[src/rtl/arb_pkg.sv]
// Shared types and helpers for the round-robin request/grant arbiter.
package arb_pkg;

  typedef enum logic {
    IDLE  = 1'b0,
    GRANT = 1'b1
  } state_t;

  // Channel index width, never less than one bit.
  function automatic int unsigned id_w(input int unsigned n);
    return (n <= 2) ? 1 : $clog2(n);
  endfunction

  function automatic logic [3:0] onehot_to_idx(input logic [15:0] oh);
    logic [3:0] idx;
    idx = '0;
    for (int i = 0; i < 16; i++) begin
      if (oh[i]) idx = idx | 4'(i);
    end
    return idx;
  endfunction

endpackage

[src/rtl/rr_pick.sv]
// Combinational round-robin pick: first asserted req at index >= ptr, wrapping.
module rr_pick
  import arb_pkg::*;
#(
  parameter  int unsigned N_CH = 4,
  localparam int unsigned IDW  = id_w(N_CH)
) (
  input  logic [N_CH-1:0] req,
  input  logic [IDW-1:0]  ptr,
  output logic [N_CH-1:0] win_oh,
  output logic [IDW-1:0]  win_id,
  output logic            any
);

  logic [N_CH-1:0] mask;
  logic [N_CH-1:0] masked;
  logic [N_CH-1:0] cand;

  // Requests at or above ptr win first; otherwise fall back to the lowest request.
  always_comb begin
    mask = '0;
    for (int i = 0; i < N_CH; i++) begin
      mask[i] = (i >= int'(ptr));
    end
    masked = req & mask;
    cand   = (|masked) ? masked : req;
    win_oh = '0;
    for (int i = N_CH - 1; i >= 0; i--) begin
      if (cand[i]) begin
        win_oh    = '0;
        win_oh[i] = 1'b1;
      end
    end
  end

  assign win_id = IDW'(onehot_to_idx(16'(win_oh)));
  assign any    = |req;

endmodule

[src/rtl/rr_req_gnt_arbiter.sv]
// N-channel round-robin arbiter with bounded hold and sticky drop/starvation monitors.
module rr_req_gnt_arbiter
  import arb_pkg::*;
#(
  parameter  int unsigned N_CH     = 4,
  parameter  int unsigned MAX_HOLD = 8,
  parameter  int unsigned MAX_WAIT = 32,
  localparam int unsigned IDW      = id_w(N_CH)
) (
  input  logic            clk,
  input  logic            rst_n,
  input  logic [N_CH-1:0] req,
  output logic [N_CH-1:0] gnt,
  output logic            gnt_valid,
  output logic [IDW-1:0]  gnt_id,
  input  logic            err_clr,
  output logic [N_CH-1:0] err_drop,
  output logic [N_CH-1:0] err_starve,
  output logic            err_any
);

  localparam int unsigned HW = $clog2(MAX_HOLD + 1);
  localparam int unsigned WW = $clog2(MAX_WAIT + 1);

  state_t          state_q, state_d;
  logic [IDW-1:0]  ptr_q, ptr_d, id_d, next_ptr;
  logic [N_CH-1:0] gnt_d, req_q;
  logic [HW-1:0]   hold_q, hold_d;
  logic [WW-1:0]   wait_q [N_CH];
  logic [WW-1:0]   wait_d [N_CH];
  logic [N_CH-1:0] drop_set, starve_set, drop_d, starve_d;
  logic [N_CH-1:0] pick_oh;
  logic [IDW-1:0]  pick_id;
  logic            pick_any;
  logic            owner_req, release_c;

  rr_pick #(.N_CH(N_CH)) u_pick (
    .req    (req),
    .ptr    (ptr_q),
    .win_oh (pick_oh),
    .win_id (pick_id),
    .any    (pick_any)
  );

  assign next_ptr  = (pick_id == IDW'(N_CH - 1)) ? '0 : pick_id + IDW'(1);
  assign owner_req = |(req & gnt);
  // A forced release re-enters the owner into the pick; ptr = owner+1 puts it last.
  assign release_c = !owner_req || (hold_q == HW'(MAX_HOLD));

  // Next-state and grant decode.
  always_comb begin
    state_d = state_q;
    gnt_d   = gnt;
    id_d    = gnt_id;
    hold_d  = hold_q;
    ptr_d   = ptr_q;
    case (state_q)
      IDLE: begin
        if (pick_any) begin
          state_d = GRANT;
          gnt_d   = pick_oh;
          id_d    = pick_id;
          hold_d  = HW'(1);
          ptr_d   = next_ptr;
        end
      end
      GRANT: begin
        if (release_c) begin
          if (pick_any) begin
            gnt_d  = pick_oh;
            id_d   = pick_id;
            hold_d = HW'(1);
            ptr_d  = next_ptr;
          end else begin
            state_d = IDLE;
            gnt_d   = '0;
            id_d    = '0;
            hold_d  = '0;
          end
        end else if (hold_q != HW'(MAX_HOLD)) begin
          hold_d = hold_q + HW'(1);
        end
      end
      default: state_d = IDLE;
    endcase
  end

  // Per-channel wait counters and sticky flag set/clear; set wins over clear.
  always_comb begin
    wait_d     = wait_q;
    drop_set   = '0;
    starve_set = '0;
    for (int i = 0; i < N_CH; i++) begin
      drop_set[i] = req_q[i] & ~req[i] & ~gnt[i];
      if (req[i] && !gnt[i]) begin
        if (wait_q[i] != WW'(MAX_WAIT)) wait_d[i] = wait_q[i] + WW'(1);
        starve_set[i] = (wait_d[i] == WW'(MAX_WAIT));
      end else begin
        wait_d[i] = '0;
      end
    end
    drop_d   = (err_drop & ~{N_CH{err_clr}}) | drop_set;
    starve_d = (err_starve & ~{N_CH{err_clr}}) | starve_set;
  end

  always_ff @(posedge clk or negedge rst_n) begin
    if (!rst_n) state_q <= IDLE;
    else        state_q <= state_d;
  end

  always_ff @(posedge clk or negedge rst_n) begin
    if (!rst_n) begin
      gnt        <= '0;
      gnt_valid  <= 1'b0;
      gnt_id     <= '0;
      ptr_q      <= '0;
      hold_q     <= '0;
      req_q      <= '0;
      err_drop   <= '0;
      err_starve <= '0;
      err_any    <= 1'b0;
      for (int i = 0; i < N_CH; i++) wait_q[i] <= '0;
    end else begin
      gnt        <= gnt_d;
      gnt_valid  <= |gnt_d;
      gnt_id     <= id_d;
      ptr_q      <= ptr_d;
      hold_q     <= hold_d;
      req_q      <= req;
      err_drop   <= drop_d;
      err_starve <= starve_d;
      err_any    <= |(drop_d | starve_d);
      wait_q     <= wait_d;
    end
  end

endmodule

[config.mk]
export PLATFORM = sky130hd
export DESIGN_NAME = rr_req_gnt_arbiter
export DESIGN_NICKNAME = d
export VERILOG_FILES = /design/src/rtl/arb_pkg.sv /design/src/rtl/rr_pick.sv /design/src/rtl/rr_req_gnt_arbiter.sv
export SDC_FILE = /design/constraint.sdc
export NUM_CORES = 1
export LEC_CHECK = 0
export CORE_ASPECT_RATIO = 1.1
export CORE_MARGIN = 1
export CORE_UTILIZATION = 59
export CTS_BUF_LIST = sky130_fd_sc_hd__clkbuf_8
export DETAILED_ROUTE_END_ITERATION = 10
export MAX_ROUTING_LAYER = met4
export PLACE_DENSITY = 0.81
export SLEW_MARGIN = 20
export SYNTH_ARGS = -nofsm -noshare
export SYNTH_HDL_FRONTEND = slang
export SYNTH_SLANG_ARGS = --single-unit
[constraint.sdc]
create_clock -name clk -period 6.2 [get_ports clk]
set_clock_uncertainty 0.1 [all_clocks]
set_input_delay 0.62 -clock clk [delete_from_list [all_inputs] [get_ports clk]]
set_output_delay 0.62 -clock clk [all_outputs]
set_load 0.1 [all_outputs]
* Yosys cells after proc, flatten, opt, wreduce, memory -nomap -nowiden *
Index checks and enable logic that the tools add are counted.

storage, ports and cells
  logic and storage cells = 123
  memory bits (writable) = 0
  output and inout port bits = 16
  memories = 0
  latch bits = 0
  flip-flop bits (word level) = 51
  memory bits (read-only) = 0

cells by class
  div/mod/pow operators = 0
  equality and inequality tests = 14
  bitwise logic cells = 25
  reduce and logical (&&, ||, !) cells = 17
  magnitude comparators = 3
  add/sub/neg operators = 6
  muxes and demuxes = 44
  $mul = 0
  shifts and indexed selects = 0

operators with widths
  operator             number
  $mux 6               12
  $mux 4               11
  $add 6x1->6 const B  4
  $eq 6x6->1 const B   4
  $ne 6x6->1 const B   4
  $reduce_or 4->1      5
  $and 4x4->4          4
  $mux 2               8
  $pmux 4 s2           2
  $or 4x4->4           3
  $not 1->1            9
  $and 1x1->1          8
  $mux 1               8
  $pmux 2 s2           2
  $logic_not 1->1      5
  $add 4x1->4 const B  1
  $eq 4x4->1 const B   1
  $ge 1x2->1 const A   2
  $logic_and 1x1->1    4
  $ne 4x4->1 const B   1
  $not 4->4            1
  $reduce_and 2->1     2
  $ne 3x1->1 const B   1
  $add 2x1->2 const B  1
  6 further kinds      6

* Longest topological paths before layout *
Gate-level depths: netlist of the first run.

  word-level depth = 16
  depth in mapped cells = 8

* By module *
From an unflattened synthesis of the first run, not the netlist that was laid out.

unflattened totals
  cell total of the unflattened synthesis = 273
  area total of the unflattened synthesis = 2728.9 um2

modules (own cells, without submodules)
  module              cells an instance  sequential area each (um2)  area an instance (um2)  instances
  rr_req_gnt_arbiter  240                1276.2                      2501.1                  1
  rr_pick             33                 0.0                         227.7                   1

* Worst setup path before layout of the first run *
OpenSTA, ideal clock, no wires.

  path type = register to register
  start point = reg gnt[3]
  end point = reg gnt_valid
  stages on the path, launching flop included = 7
  required time = 5.961 ns
  path buffers = 1
  arrival time = 2.451 ns
  slack = 3.510 ns
  clock period less this slack = 2.690 ns
  cell sequence = dfrtp_1 > a22o_1 > o221ai_4 > and2_0 > clkbuf_1 > a22o_1 > or4_1

between the ends
  cells in the longest elaborated chain, start to end = 7
  elaborated cells on any way between the ends = 8

RTL lines
  element                 RTL line                   text
  start, declared         rr_req_gnt_arbiter.sv:13   output logic [N_CH-1:0] gnt,
  start signal, assigned  rr_req_gnt_arbiter.sv:124  gnt <= gnt_d;
  $and 4x4->4             rr_req_gnt_arbiter.sv:46   assign owner_req = |(req & gnt);
  $reduce_or 4->1         rr_req_gnt_arbiter.sv:46
  $logic_not 1->1         rr_req_gnt_arbiter.sv:48   assign release_c = !owner_req || (hold_q == HW'(MAX_HOLD));
  $logic_or 1x1->1        rr_req_gnt_arbiter.sv:48
  $mux 4                  rr_req_gnt_arbiter.sv:68   if (release_c) begin
  $pmux 4 s2              rr_req_gnt_arbiter.sv:57   case (state_q)
  named net gnt_d[2]      rr_req_gnt_arbiter.sv:27   logic [N_CH-1:0] gnt_d, req_q;
  $reduce_or 4->1         rr_req_gnt_arbiter.sv:125  gnt_valid <= |gnt_d;
  end signal, assigned    rr_req_gnt_arbiter.sv:125
  end, declared           rr_req_gnt_arbiter.sv:14   output logic gnt_valid,

The timed path passes the listed nets, and every way through them passes these cells.
A chain may end at the register's enable or synchronous reset.

* Final worst setup path of the first run *
  start point = in req[3]
  end point = reg gnt_valid

between the ends
  cells in the longest elaborated chain, start to end = 11
  elaborated cells on any way between the ends = 17

RTL lines
  element               RTL line                   text
  start, declared       rr_req_gnt_arbiter.sv:12   input logic [N_CH-1:0] req,
  $and 4x4->4           rr_pick.sv:25              masked = req & mask;
  $reduce_or 4->1       rr_pick.sv:26              cand = (|masked) ? masked : req;
  $mux 4                rr_pick.sv:26
  $mux 4 (4 in series)  rr_pick.sv:29              if (cand[i]) begin
  $mux 4                rr_req_gnt_arbiter.sv:69   if (pick_any) begin
  $mux 4                rr_req_gnt_arbiter.sv:68
  $pmux 4 s2 (*)        rr_req_gnt_arbiter.sv:57
  named net gnt_d[3]    rr_req_gnt_arbiter.sv:27
  $reduce_or 4->1 (*)   rr_req_gnt_arbiter.sv:125

The timed path passes the listed nets; every way through them passes the cells marked *.

==> impl_metrics.env, run 1 <==
export IMPL_synth_seq_cells=51
export IMPL_h_tree_depth=2
export IMPL_dieArea_sq_um=4620
export IMPL_path_delay_family="compound AO/OA/AOI/OAI gates"
export IMPL_postCtsSetupBuffers=0
export IMPL_core_area_sq_um=4050
export IMPL_antenna_left=0
export IMPL_holdCritPathClass="input pin to async pin"
export IMPL_rsz0062_at_grt="no"
export IMPL_post_route_period_util=0.457
export IMPL_max_vdd_ir_drop_mv=0.423
export IMPL_slew_viol_final=0
export IMPL_cts_root_buf="clkbuf_8"
export IMPL_syn_num_nets=275
export IMPL_worstSetupStartpointType="input pin"
export IMPL_critPathBufInv=1
export IMPL_drt_first_pass_iters=4
export IMPL_start_util=0.633
export IMPL_grt_max_degree=52
export IMPL_antenna_found_initial=0
export IMPL_dpl_hpwl_microns=3360
export IMPL_grt_overflow_total=0
export IMPL_post_drt_wl_per_cell_microns=14.0
export IMPL_p_per_area_nw_per_um2=423
export IMPL_clk_insertion_delay_late_ps=300
export IMPL_fmax_mhz=353
export IMPL_end_kind="register"
export IMPL_crit_fanout=11
export IMPL_area_delta_synth_final_pct=13.7
export IMPL_slew_headroom=0.340
export IMPL_critPathSlowestCell="clkdlybuf4s50_1"
export IMPL_netlist_area_sq_um=2570
export IMPL_drc=0
export IMPL_vias=1888
export IMPL_io_pins=23
export IMPL_post_cts_resized=0
export IMPL_drv_cap=0
export IMPL_via_per_inst=5.70
export IMPL_dieWidth_microns=64.9
export IMPL_status="complete, no violations"
export IMPL_critPathKind="input pin to register"
export IMPL_totalPowerFinal_mw=1.24
export IMPL_clock_sinks=51
export IMPL_clk_pin_slew_ps=80
export IMPL_dp_cells=324
export IMPL_crit_required_ps=6270
export IMPL_p_leak_nw=1.29
export IMPL_final_hold_violation_count=0
export IMPL_ys_types=42
export IMPL_drt_iter0_drc=138
export IMPL_rows=24
export IMPL_grt_pass1_wl_microns=8090
export IMPL_wl_microns=4640
export IMPL_gp_congestion=0.928
export IMPL_yosys_warnings=0
export IMPL_grt_use_total=0.234
export IMPL_cp_common_cell="a22o_1"
export IMPL_synth_avg_cell_area_sq_um=9.95
export IMPL_setup_total_negative_slack_ps=0
export IMPL_io_buffer_count=22
export IMPL_setup_violations=0
export IMPL_drive_above_1_share=0.0502
export IMPL_period_minus_slack_ps=2830
export IMPL_clockBufferDepth=2
export IMPL_syn_inst=258
export IMPL_cts_inserted_buffers=5
export IMPL_num_antenna_cells=0
export IMPL_cp_cell_sequence="clkdlybuf4s50_1, a22o_1, o221ai_4, o21ai_1, a22o_1, or4_1"
export IMPL_nets=296
export IMPL_timing_final_ws_setup_ps=3370
export IMPL_ys_seq_area_frac=0.497
export IMPL_die_h_microns=71.2
export IMPL_cts_tree="yes"
export IMPL_cts_hold_buf=0
export IMPL_worstMarginPinSlew_ps=986
export IMPL_pre_cts_slack_ps=3060
export IMPL_final_cells=331
export IMPL_critical_path_max_stage_delay_ps=600
export IMPL_cp_arrival_ps=2910
export IMPL_first_global_vias=1833
-- cells by family (layout without fill, tap and decap cells) --
kind of cell,after synthesis,count (layout),synth area share
simple gates,93,93,0.185
flops,51,51,0.497
compound gates,47,47,0.137
buf+inv,33,54,0.0502
xor+xnor,24,24,0.0819
fa+ha+maj,10,10,0.0487
-- state kept, by name (all words and copies together) (netlist names) --
signal / flops
ptr_q: 2
gnt_id: 2
err_any: 1
gnt: 4
hold_q: 4
gnt_valid: 1
req_q: 4
err_drop: 4
wait_q: 24
err_starve: 4
state_q: 1
-- final timing paths --
path | cells past startpoint | slack [ps] | end | from
worst max-delay path | 6 | 3370 | gnt_valid | req[3]
worst min-delay path | 2 | 320 | wait_q[2] | rst_n
worst max register to register | 8 | 3710 | err_any | wait_q[12]
worst min register to register | 2 | 410 | gnt_id[0] | gnt_id[0]
max in group asynchronous | 2 | 5260 | gnt[2] | rst_n
min in group clk | 2 | 410 | gnt_id[0] | gnt_id[0]
-- final cells by class --
type | instances | area (sq um)
Tap cell | 52 | 65.1
Timing Repair Buffer | 23 | 223
Multi-Input combinational cell | 174 | 1160
Clock buffer | 5 | 68.8
Fill cell | 302 | 1130
Clock inverter | 2 | 33.8
Sequential cell | 51 | 1280
Inverter | 24 | 90.1
-- layout by cell type (no fill, tap or decap), types with 9 or more instances in the layout --
cell type / Yosys / routed
nor3_1: 10 / 10
xnor2_1: 15 / 15
nand3_1: 10 / 10
dfrtp_1: 51 / 51
inv_1: 24 / 25
nor2_1: 27 / 27
xor2_1: 9 / 9
clkdlybuf4s50_1: 0 / 21
nand2b_1: 10 / 10
o21ai_0: 9 / 9
ha_1: 10 / 10
nand2_1: 16 / 16
-- power by group --
part,switching [mW],internal [mW]
clock network,0.0995,0.117
registers,0.0720,0.396
logic,0.375,0.176
total,0.547,0.689
-- cells in the mapped netlist --
| master | count | share of area |
|---|---|---|
| o41ai_1 | 2 | 0.0068 |
| a31oi_1 | 4 | 0.0097 |
| o221ai_4 | 1 | 0.010 |
| nand2_1 | 16 | 0.023 |
| nor4_1 | 4 | 0.0097 |
| and2b_2 | 1 | 0.0034 |
| o32ai_1 | 4 | 0.014 |
| o21bai_1 | 1 | 0.0029 |
| or4b_4 | 1 | 0.0054 |
| and3_1 | 3 | 0.0073 |
| nand2b_1 | 10 | 0.024 |
| and2_1 | 2 | 0.0049 |
| buf_2 | 4 | 0.0078 |
| a211o_1 | 1 | 0.0034 |
| dfrtp_1 | 51 | 0.50 |
| o2111ai_1 | 1 | 0.0034 |
| a21oi_1 | 7 | 0.014 |
| nor3b_1 | 1 | 0.0029 |
| or4_1 | 2 | 0.0058 |
| o21a_1 | 1 | 0.0029 |
| o31a_1 | 1 | 0.0034 |
| xor2_1 | 9 | 0.031 |
| a22o_1 | 6 | 0.020 |
| nor2_1 | 27 | 0.039 |
| xnor2_1 | 15 | 0.051 |
| nor2b_1 | 3 | 0.0073 |
| nor3_1 | 10 | 0.019 |
| a41o_1 | 1 | 0.0039 |
| a32o_1 | 1 | 0.0039 |
| o21ai_0 | 9 | 0.018 |
| o211a_1 | 1 | 0.0039 |
| nand3_1 | 10 | 0.019 |
| or4b_1 | 1 | 0.0039 |
| o221a_2 | 1 | 0.0044 |
| o21ai_1 | 1 | 0.0019 |
| and2_0 | 1 | 0.0024 |
| nor4b_2 | 1 | 0.0058 |
| clkbuf_1 | 5 | 0.0073 |
| inv_1 | 24 | 0.035 |
| o22ai_1 | 3 | 0.0073 |
| o21ai_2 | 1 | 0.0034 |
| ha_1 | 10 | 0.049 |
-- metrics by stage --
| step | cell area (sq um) | utilization | hold WS [ps] |
|---|---|---|---|
| 6_report | 2920 | 0.720 | 321 |
| 5_1_grt | 2920 | 0.720 | 359 |
| 3_3_place_gp | 2820 | 0.695 | 387 |
| 2_1_floorplan | 2570 | - | 224 |
| 3_5_place_dp | 2820 | 0.695 | 380 |
| 4_1_cts | 2920 | 0.720 | 340 |
-- metal layers --
layer / part of all wire / global-route usage / vias up
met1: 0.46 / 0.296 / 920
met2: 0.50 / 0.376 / 32
li1: - / - / 928
met3: 0.030 / 0.0532 / 8
met4: 0.014 / 0.0667 / 0
met5: 0 / - / -
Power figures use the tool's default switching activity.
==> run 2, diff against run 1 <==
--- a/config.mk
+++ b/config.mk
@@ -7,11 +7,11 @@
 export LEC_CHECK = 0
 export CORE_ASPECT_RATIO = 1.1
 export CORE_MARGIN = 1
-export CORE_UTILIZATION = 59
+export CORE_UTILIZATION = 54
 export CTS_BUF_LIST = sky130_fd_sc_hd__clkbuf_8
 export DETAILED_ROUTE_END_ITERATION = 10
 export MAX_ROUTING_LAYER = met4
-export PLACE_DENSITY = 0.81
+export PLACE_DENSITY = 0.78
 export SLEW_MARGIN = 20
 export SYNTH_ARGS = -nofsm -noshare
 export SYNTH_HDL_FRONTEND = slang
==> constraint.sdc (replaced) <==
create_clock -name clk -period 2.6 [get_ports clk]
set_clock_uncertainty 0.1 [all_clocks]
set_input_delay 0.26 -clock clk [delete_from_list [all_inputs] [get_ports clk]]
set_output_delay 0.26 -clock clk [all_outputs]
set_load 0.1 [all_outputs]
==> impl_metrics.env, run 2 (synthesis gave the netlist of run 1 again) <==
export IMPL_intPower_mw=1.56
export IMPL_slew_headroom=0.597
export IMPL_cp_arrival_ps=2570
export IMPL_cts_tree="yes"
export IMPL_via_per_inst=5.53
export IMPL_crit_required_ps=2680
export IMPL_timing_rr_start="wait_q[0]"
export IMPL_drt_first_pass_iters=4
export IMPL_drv_cap=0
export IMPL_largest_register="wait_q"
export IMPL_setup_total_negative_slack_ps=0
export IMPL_clk_pin_slew_ps=90
export IMPL_dp_cells=334
export IMPL_period_minus_slack_ps=2500
export IMPL_gp_congestion=0.808
export IMPL_hp_start="gnt_id[0]"
export IMPL_post_route_period_util=0.960
export IMPL_num_antenna_cells=0
export IMPL_final_cells=343
export IMPL_end_kind="register"
export IMPL_critPathBufInv=1
export IMPL_min_path_cells=2
export IMPL_grt_use_total=0.224
export IMPL_power_frac_clock=0.146
export IMPL_largest_reg_flops=24
export IMPL_cts_root_buf="clkbuf_8"
export IMPL_clockBufferDepth=2
export IMPL_die_h_microns=74.3
export IMPL_reg2reg_depth=8
export IMPL_critPathSlowestCell="or4b_4"
export IMPL_final_cell_mix="dfrtp_1 (47), nor2_1 (27), inv_1 (26), buf_4 (25), nand2_1 (16)"
export IMPL_io_buffer_count=22
export IMPL_h_tree_depth=2
export IMPL_switching_share=0.458
export IMPL_critPathKind="register to register"
export IMPL_postCtsSetupBuffers=0
export IMPL_holdCritPathClass="register to register"
export IMPL_r2r_setup_slack_ps=100
export IMPL_worstMarginPinSlew_ps=605
export IMPL_core_area_sq_um=4440
export IMPL_post_drt_wl_per_cell_microns=13.9
export IMPL_area_delta_synth_final_pct=14.3
export IMPL_crit_fanout=5
export IMPL_final_core_util=0.661
export IMPL_cts_hold_buf=1
export IMPL_final_hold_violation_count=0
export IMPL_nets=305
export IMPL_dieArea_sq_um=5030
export IMPL_dieWidth_microns=67.7
export IMPL_path_delay_family="simple AND/OR/NAND/NOR gates"
export IMPL_grt_overflow_total=0
export IMPL_p_leak_nw=1.35
export IMPL_r2r_end="err_any"
export IMPL_io_pins=23
export IMPL_grt_max_degree=52
export IMPL_clk_insertion_delay_late_ps=300
export IMPL_clock_sinks=51
export IMPL_antenna_left=0
export IMPL_totalPowerFinal_mw=2.88
export IMPL_drc=0
export IMPL_cp_cell_sequence="inv_1, ha_1, or4b_4, o21ai_2, o21bai_1, a41o_1, nor4b_2, or4b_1"
export IMPL_vias=1898
export IMPL_max_vdd_ir_drop_mv=0.825
export IMPL_layout_commonest_cell="dfrtp_1"
export IMPL_fmax_mhz=401
export IMPL_cts_inserted_buffers=5
export IMPL_power_share_combinational=0.463
export IMPL_critical_path_max_stage_delay_ps=480
export IMPL_drt_iter0_drc=89
export IMPL_worstSetupStartpointType="register"
export IMPL_drive_above_1_share=0.145
export IMPL_rsz0062_at_grt="no"
export IMPL_wl_microns=4760
export IMPL_grt_pass1_wl_microns=8220
export IMPL_slew_viol_final=0
export IMPL_p_per_area_nw_per_um2=980
export IMPL_status="complete, no violations"
export IMPL_rows=25
export IMPL_dpl_hpwl_microns=3510
export IMPL_antenna_found_initial=0
export IMPL_p_seq_frac=0.392
export IMPL_holdPathEnd="gnt_id[0]"
export IMPL_p_switching_mw=1.32
export IMPL_setup_violations=0
export IMPL_start_util=0.578
export IMPL_post_cts_resized=0
export IMPL_first_global_vias=1861
-- run 2: cell types whose count changed in the layout (fill, tap and decap cells not counted), sizes merged --
cell           delta
bufinv            -1
clkdlybuf4s50    -16
clkinv            +1
buf              +24
inv               +1
dlygate4sd3       +1
-- run 2: area by class of cell --
cell class	count	area (sq um)
sequential	51	1280
multi-input combinational	174	1160
clock buffer	5	68.8
fill	376	1510
timing repair buffer	32	253
tap	54	67.6
inverter	24	90.1
clock inverter	3	12.5
-- run 2: tightest hold or removal path: cells and delay by family, from the launching register on --
family	cells	cell delay, ps
flops	1	350
simple gates	2	110
-- run 2: metrics by stage --
stage,setup WS [ps],hold slack [ps],cell area (sq um)
floorplan,219,-136,2570
global placement,163,301,2840
detailed placement,126,299,2840
CTS,125,393,2940
global route,16.1,404,2940
finish,104,395,2940
-- run 2: power groups by stage --
stage,clock network (mW),logic [mW],registers (mW)
after global placement,0,1.31,1.13
after detailed placement,0,1.34,1.14
after floorplan,0,0.573,1.57
final,0.419,1.33,1.13
after CTS,0.433,1.34,1.13
after global routing,0.459,1.44,1.15
-- run 2: how the worst max path moves through the flow --
stage                         start        end  cells past startpoint
final                     wait_q[0]    err_any                      8
after global routing      wait_q[0]    err_any                      8
after CTS                 wait_q[0]    err_any                      8
after detailed placement     req[3]  gnt_valid                      6
after global placement       req[3]  gnt_valid                      6
after floorplan              gnt[3]  gnt_valid                      5
-- run 2: layer usage --
| metal | global-route usage | up-vias | part of all wire |
|---|---|---|---|
| li1 | - | 945 | - |
| met1 | 0.276 | 909 | 0.45 |
| met2 | 0.364 | 37 | 0.50 |
| met3 | 0.0429 | 7 | 0.037 |
| met4 | 0.0827 | 0 | 0.014 |
| met5 | - | - | 0 |
==> run 3, diff against run 2 <==
--- a/config.mk
+++ b/config.mk
@@ -10,6 +10,7 @@
 export CORE_UTILIZATION = 54
 export CTS_BUF_LIST = sky130_fd_sc_hd__clkbuf_8
 export DETAILED_ROUTE_END_ITERATION = 10
+export GPL_TIMING_DRIVEN = 0
 export MAX_ROUTING_LAYER = met4
 export PLACE_DENSITY = 0.78
 export SLEW_MARGIN = 20
==> impl_metrics.env, run 3 (synthesis gave the netlist of run 1 again) <==
export IMPL_dpl_hpwl_microns=3340
export IMPL_cts_root_buf="clkbuf_8"
export IMPL_p_leak_nw=1.31
export IMPL_rsz0062_at_grt="no"
export IMPL_max_vdd_ir_drop_mv=0.822
export IMPL_worstMarginPinSlew_ps=970
export IMPL_post_drt_wl_per_cell_microns=13.9
export IMPL_hp_start="req[3]"
export IMPL_dieWidth_microns=67.7
export IMPL_setup_total_negative_slack_ps=0
export IMPL_grt_use_total=0.221
export IMPL_num_antenna_cells=0
export IMPL_status="complete, no violations"
export IMPL_largest_reg_flops=24
export IMPL_gp_congestion=0.809
export IMPL_clockBufferDepth=2
export IMPL_grt_overflow_total=0
export IMPL_slew_viol_final=0
export IMPL_start_util=0.578
export IMPL_vias=1876
export IMPL_grt_pass1_wl_microns=7950
export IMPL_drt_first_pass_iters=4
export IMPL_nets=305
export IMPL_r2r_end="err_any"
export IMPL_io_buffer_count=22
export IMPL_end_kind="register"
export IMPL_pre_cts_slack_ps=-170
export IMPL_holdPathEnd="req_q[3]"
export IMPL_antenna_found_initial=0
export IMPL_h_tree_depth=2
export IMPL_final_cells=343
export IMPL_rows=25
export IMPL_period_minus_slack_ps=2480
export IMPL_drive_above_1_share=0.0830
export IMPL_slew_headroom=0.351
export IMPL_first_global_vias=1760
export IMPL_holdCritPathClass="input pin to register"
export IMPL_cts_tree="yes"
export IMPL_crit_fanout=5
export IMPL_drt_iter0_drc=68
export IMPL_setup_violations=0
export IMPL_largest_register="wait_q"
export IMPL_clk_pin_slew_ps=80
export IMPL_nFillCells=368
export IMPL_cp_arrival_ps=2550
export IMPL_drc=0
export IMPL_r2r_setup_slack_ps=120
export IMPL_via_per_inst=5.47
export IMPL_timing_final_ws_setup_ps=123
export IMPL_grt_max_degree=52
export IMPL_fmax_mhz=404
export IMPL_clk_insertion_delay_late_ps=300
export IMPL_io_pins=23
export IMPL_wl_microns=4780
export IMPL_post_route_period_util=0.953
export IMPL_clock_sinks=51
export IMPL_area_delta_synth_final_pct=16.1
export IMPL_timing_rr_start="wait_q[0]"
export IMPL_cts_inserted_buffers=5
export IMPL_design_area_sq_um=2980
export IMPL_die_h_microns=74.3
export IMPL_antenna_left=0
export IMPL_layout_commonest_cell="dfrtp_1"
export IMPL_final_cell_mix="dfrtp_1 (47), nor2_1 (27), inv_1 (25), clkdlybuf4s50_1 (21), nand2_1 (16)"
export IMPL_p_per_area_nw_per_um2=988
export IMPL_final_hold_violation_count=0
export IMPL_min_path_cells=1
export IMPL_reg2reg_depth=8
export IMPL_postCtsSetupBuffers=0
export IMPL_worstSetupStartpointType="register"
export IMPL_drv_cap=0
export IMPL_critPathKind="register to register"
export IMPL_crit_required_ps=2670
export IMPL_dp_cells=334
export IMPL_post_dp_cell_area_sq_um=2860
export IMPL_dieArea_sq_um=5030
export IMPL_core_area_sq_um=4440
[run 3: cell count changes in the layout (fill, tap and decap cells not counted), sizes merged]
cell | before | now
clkbuf | 5 | 12
inv | 26 | 25
clkdlybuf4s50 | 5 | 21
buf | 26 | 5
clkinv | 1 | 0
[run 3: where the power goes]
part | internal [mW] | leakage, nW | switching, mW | total, mW
clock | 0.239 | 0.0557 | 0.248 | 0.487
combinational | 0.433 | 0.597 | 0.936 | 1.37
sequential | 0.951 | 0.656 | 0.138 | 1.09
[run 3: timing repair]
item	in CTS	in global routing
hold endpoints to repair	51	0
gates resized for setup	0	2
hold buffers	1	0
setup endpoints to repair	0	1
[run 3: worst max-delay path: stages, from the launching register on]
cell	delay [ps]
dfrtp_1	440
inv_1	80
ha_1	130
or4b_4	470
o21ai_2	140
o21bai_1	90
a41o_1	240
nor4b_2	200
or4b_1	470
[run 3: area by class of cell]
class	count	area (sq um)	area share
sequential	51	1280	0.430
multi-input combinational	174	1170	0.394
timing repair buffer	23	228	0.0764
clock buffer	7	96.3	0.0323
inverter	24	90.1	0.0302
tap	54	67.6	0.0227
buffer	9	38.8	0.0130
clock inverter	1	3.75	0.00126
[run 3: worst max-delay path by stage]
| stage | cells after the start | start | to | slack [ps] |
|---|---|---|---|---|
| after floorplan | 5 | gnt[3] | gnt_valid | 220 |
| after global placement | 1 | rst_n | gnt[1] | -540 |
| after detailed placement | 8 | req[3] | gnt_valid | -170 |
| after CTS | 8 | wait_q[12] | err_any | 90 |
| after global routing | 8 | wait_q[0] | err_any | 20 |
| final | 8 | wait_q[0] | err_any | 120 |
[run 3: metrics by stage]
| step | hold WS, ps | utilization | power [mW] |
|---|---|---|---|
| finish | 315 | 0.671 | 2.94 |
| global route | 301 | 0.671 | 3.12 |
| CTS | 303 | 0.668 | 2.97 |
| detailed placement | 228 | 0.643 | 2.47 |
| global placement | 367 | 0.644 | 2.45 |
| floorplan | -136 | - | 2.15 |
[run 3: routing by layer]
layer / GRT usage / routed length [microns] / up-vias
met2: 0.328 / 2330 / 34
li1: - / - / 947
met3: 0.0506 / 145 / 6
met1: 0.291 / 2250 / 889
met5: - / 0 / -
met4: 0.0875 / 62 / 0
